--- config.mk ---
export PLATFORM = sky130hd
export DESIGN_NAME = dmem_bridge
export DESIGN_NICKNAME = d
export VERILOG_FILES = /design/src/rtl/dmem_bridge.sv
export SDC_FILE = /design/constraint.sdc
export NUM_CORES = 1
export LEC_CHECK = 0
export CORE_UTILIZATION = 36
export CTS_BUF_LIST = sky130_fd_sc_hd__clkbuf_8
export CTS_CLUSTER_DIAMETER = 80
export DETAILED_ROUTE_END_ITERATION = 16
export PLACE_DENSITY = 0.9
export REMOVE_ABC_BUFFERS = 1
export SYNTH_ARGS = -nofsm -noshare
export SYNTH_HDL_FRONTEND = slang
export SYNTH_SLANG_ARGS = --single-unit
--- constraint.sdc ---
create_clock -name clk -period 1.6 [get_ports clk]
set_input_delay 0.32 -clock clk [delete_from_list [all_inputs] [get_ports clk]]
set_output_delay 0.32 -clock clk [all_outputs]
set_load 0.005 [all_outputs]
--- src/rtl/dmem_bridge.sv ---
// Data-memory bridge: turns a single-cycle memory-stage access into a
// request/address-ok/data-ok bus transaction, stalling the pipeline meanwhile.
module dmem_bridge (
    input  logic        clk,
    input  logic        rst,
    input  logic        req_en_i,
    input  logic        req_we_i,
    input  logic [31:0] req_addr_i,
    input  logic [31:0] req_wdata_i,
    input  logic [3:0]  req_sel_i,
    input  logic        flush_i,
    output logic [31:0] rdata_o,
    output logic        stall_o,
    output logic        bus_req_o,
    output logic        bus_wr_o,
    output logic [31:0] bus_addr_o,
    output logic [3:0]  bus_wstrb_o,
    output logic [31:0] bus_wdata_o,
    input  logic        bus_addr_ok_i,
    input  logic        bus_data_ok_i,
    input  logic [31:0] bus_rdata_i
);

    localparam int unsigned ADDR_W = 32;
    localparam int unsigned DATA_W = 32;
    localparam int unsigned SEL_W  = 4;

    typedef enum logic [1:0] {
        S_IDLE = 2'd0,
        S_REQ  = 2'd1,
        S_WAIT = 2'd2,
        S_DONE = 2'd3
    } state_t;

    state_t              state_q, state_d;
    logic                cancel_q, cancel_d;
    logic                accept_c;
    logic                capture_c;
    logic                we_q;
    logic [ADDR_W-1:0]   addr_q;
    logic [DATA_W-1:0]   wdata_q;
    logic [DATA_W-1:0]   rdata_q;
    logic [SEL_W-1:0]    sel_q;

    // State, cancel flag, request latch and read-data capture
    always_ff @(posedge clk) begin
        if (rst) begin
            state_q  <= S_IDLE;
            cancel_q <= 1'b0;
            we_q     <= 1'b0;
            addr_q   <= '0;
            wdata_q  <= '0;
            sel_q    <= '0;
            rdata_q  <= '0;
        end else begin
            state_q  <= state_d;
            cancel_q <= cancel_d;
            if (accept_c) begin
                we_q    <= req_we_i;
                addr_q  <= req_addr_i;
                wdata_q <= req_wdata_i;
                sel_q   <= req_sel_i;
            end
            if (capture_c) begin
                rdata_q <= bus_rdata_i;
            end
        end
    end

    // Next-state logic; a flush during an outstanding access only marks it
    // cancelled, the bus transaction itself always runs to data_ok.
    always_comb begin
        state_d   = state_q;
        cancel_d  = cancel_q;
        accept_c  = 1'b0;
        capture_c = 1'b0;
        case (state_q)
            S_IDLE: begin
                if (req_en_i && !flush_i) begin
                    accept_c = 1'b1;
                    state_d  = S_REQ;
                end
            end
            S_REQ: begin
                if (flush_i) cancel_d = 1'b1;
                if (bus_addr_ok_i) state_d = S_WAIT;
            end
            S_WAIT: begin
                if (bus_data_ok_i) begin
                    if (cancel_q || flush_i) begin
                        state_d = S_IDLE;
                    end else begin
                        capture_c = 1'b1;
                        state_d   = S_DONE;
                    end
                end else if (flush_i) begin
                    cancel_d = 1'b1;
                end
            end
            S_DONE: begin
                state_d = S_IDLE;
            end
            default: begin
                state_d = S_IDLE;
            end
        endcase
        if (state_d == S_IDLE) cancel_d = 1'b0;
    end

    // Stall must rise in the same cycle the request is seen, so it is decoded
    // from the inputs as well as the state.
    assign stall_o     = (state_q == S_REQ) || (state_q == S_WAIT) ||
                         ((state_q == S_IDLE) && req_en_i && !flush_i);
    assign rdata_o     = rdata_q;
    assign bus_req_o   = (state_q == S_REQ);
    assign bus_wr_o    = we_q;
    assign bus_addr_o  = addr_q;
    assign bus_wstrb_o = we_q ? sel_q : SEL_W'(0);
    assign bus_wdata_o = wdata_q;

endmodule

==> results.sh <==
export IMPL_outcome="finished, violations left"
export IMPL_violations="setup timing"
export IMPL_dp_cells=794
export IMPL_wl_per_cell_um=13.3
export IMPL_hold_depth=2
export IMPL_grt_pass1_wl_um=17100
export IMPL_synth_area_leaders="dfxtp_1 56%, nand2_1 20%, a21oi_1 14%"
export IMPL_initial_utilization=0.376
export IMPL_die_w_um=104
export IMPL_dp_hpwl_um=7720
export IMPL_syn_to_final_growth_pct=67.8
export IMPL_finalNetCount=784
export IMPL_fin_util=0.630
export IMPL_drtIter0Drc=154
export IMPL_grtUsageTotal=0.194
export IMPL_tightest_slew_ps=509
export IMPL_timing_final_ws_setup_ps=-59.6
export IMPL_end_kind="primary output"
export IMPL_avgSynthCellArea_um2=7.90
export IMPL_slew_violations=0
export IMPL_rows=36
export IMPL_fin_crit_sh=1.04
export IMPL_cp_startpoint="flush_i"
export IMPL_design_area_mm2=0.00624
export IMPL_cts_htree_levels=3
export IMPL_dpl_worst_slack_ps=-491
export IMPL_grt_pass1_vias=3768
export IMPL_max_freq_mhz=603
export IMPL_drtPass1Iterations=5
export IMPL_clock_sinks=104
export IMPL_vdd_drop_max_mv=0.485
export IMPL_yosys_warnings=0
export IMPL_post_dp_cell_area_mm2=0.00598
export IMPL_ctsLongestPathBuffers=2
export IMPL_core_mm2=0.00991
export IMPL_hold_end="state_q[1]"
export IMPL_synth_compound_area_share=0.153
export IMPL_syn_instance_count=471
export IMPL_avgViaCountPerCell=4.75
export IMPL_arrival_ps=1340
export IMPL_period_needed_ps=1660
export IMPL_min_path_type="input port to register"
export IMPL_port_buffers=209
export IMPL_clkTransAtPathRegs_ps=100
export IMPL_cts_root_buf="clkbuf_8"
export IMPL_fin_cells=811
export IMPL_r2r_end="cancel_q"
export IMPL_ant_nets=0
export IMPL_grt_max_degree=70
export IMPL_fillCellCount=804
export IMPL_fin_skew_ps=12.9
export IMPL_drc=0
export IMPL_ctsHoldBuffers=0
export IMPL_worstReg2RegStart="state_q[0]"
export IMPL_p_leak_nw=2.38
export IMPL_drt_total_wl_um=10800
export IMPL_hp_start="rst"
export IMPL_final_layout_size_suffix_gt1_frac=0.0811
export IMPL_r2r_setup_slack_ps=30
export IMPL_power_per_cell_area_mw_per_mm2=1010
export IMPL_synth_cell_types=22
export IMPL_path_class="input port to primary output"
export IMPL_synthMuxAreaShare=0
export IMPL_hold_viol=0
export IMPL_synth_top_family_by_area="simple AND/OR/NAND/NOR gates"
export IMPL_via_count=3854
export IMPL_synth_top_cell_by_area="dfxtp_1"
export IMPL_diodes=0
export IMPL_yosys_area_share_simple=0.232
export IMPL_ys_async_sr_fraction=0
export IMPL_place_congestion=0.865
export IMPL_synth_adder_area_share=0.0134
export IMPL_yosysSeqAreaShare=0.560
export IMPL_synth_seq_cells=104
export IMPL_die_h_um=104
export IMPL_tns_ps=-59.6
export IMPL_syn_area_mm2=0.00372
export IMPL_cts_tree="built"
export IMPL_ys_flop_type="dfxtp_1"
export IMPL_dieArea_mm2=0.0107
export IMPL_maxSlewHeadroom=0.661
export IMPL_netlist_area_leader_share=0.560
export IMPL_rsz0062_at_grt="yes"
export IMPL_max_cap_viol_count=0
export IMPL_clk_latency_ps=350
export IMPL_grt_overflow=0
export IMPL_synth_xor_area_frac=0
export IMPL_critPathLaunchType="input port"
export IMPL_ff2ff_path_depth=7
export IMPL_synth_edf_count=0
export IMPL_ios=210
export IMPL_critPathRequiredTime_ps=1280
export IMPL_critPathMaxFanout=2
export IMPL_antenna_found_initial=0
export IMPL_final_setup_viol_count=1
export IMPL_cts_buffers=9
through the flow:
| step | hold slack [ps] | total power, W |
|---|---|---|
| floorplan | 389 | 0.00365 |
| global placement | 439 | 0.00468 |
| detailed placement | 444 | 0.00476 |
| CTS | 165 | 0.00638 |
| global route | 175 | 0.00670 |
| finish | 187 | 0.00632 |
how the worst max path moves through the flow:
stage                    end  cells past startpoint
6_report             stall_o                      5
2_1_floorplan  bus_addr_o[0]                      6
4_1_cts              stall_o                      6
3_5_place_dp         stall_o                      5
3_3_place_gp         stall_o                      5
5_1_grt              stall_o                      6
cells by family (layout without fill, tap and decap cells):
kind of cell,after synthesis,count (layout)
AOI/OAI and AO/OA,109,109
adders and majority gates,4,4
buffers and inverters,36,243
DFF,104,104
and+or+nand+nor,218,218
flip-flops by register name (all words and copies together), names as in the netlist:
signal / flops
bus_wr_o: 1
sel_q: 4
bus_wdata_o: 32
bus_addr_o: 32
cancel_q: 1
rdata_o: 32
state_q: 2
synth_stat cells (all sizes together) (2+ instances only):
library cell / count
and2: 4
o21a: 2
nor2: 3
nand2b: 2
ha: 4
nor2b: 3
buf: 14
dfxtp: 104
inv: 3
nand2: 203
a21oi: 103
clkbuf: 19
cell usage in the layout (no fill, tap or decap), drive strengths merged, types with 2 or more instances in the layout:
cell type / n
nand2: 203
clkdlybuf4s50: 193
dfxtp: 104
a21oi: 103
buf: 16
clkbuf: 13
dlymetal6s2s: 9
inv: 6
and2: 4
dlygate4sd2: 4
ha: 4
nor2: 3
nor2b: 3
o21a: 2
clkinv: 2
nand2b: 2
routing by layer:
| layer | share of wire | track usage |
|---|---|---|
| met5 | 0 | 0 |
| met4 | 0.016 | 0.0694 |
| met3 | 0.083 | 0.0623 |
| met2 | 0.51 | 0.355 |
| met1 | 0.39 | 0.209 |
layout make-up:
type | count | area (um^2) | area share
clock buffers | 11 | 151 | 0.0243
clock inverters | 5 | 46.3 | 0.00742
inverters | 3 | 11.3 | 0.00180
multi-input cells | 331 | 1520 | 0.244
flip-flops and latches | 104 | 2090 | 0.335
well taps | 133 | 166 | 0.0267
repair buffers | 224 | 2250 | 0.361
report_power, final:
part,internal (W),switching (W),total (W)
sequential,0.00284,0.000125,0.00296
combinational,0.000983,0.000801,0.00178
clock,0.000680,0.000897,0.00158
worst max-delay path, stage by stage:
cell and delay (ps):
clkdlybuf4s50_1 440, nand2b_4 150, or2_4 250, nand2b_1 70, buf_2 110
timing repair:
item	4_1_cts	5_1_grt
buffers inserted	1	0
gates resized for setup	20	21
hold endpoints to repair	0	0
endpoints found under the setup margin	77	45
pin swaps	1	1
Power figures use the tool's default switching activity.
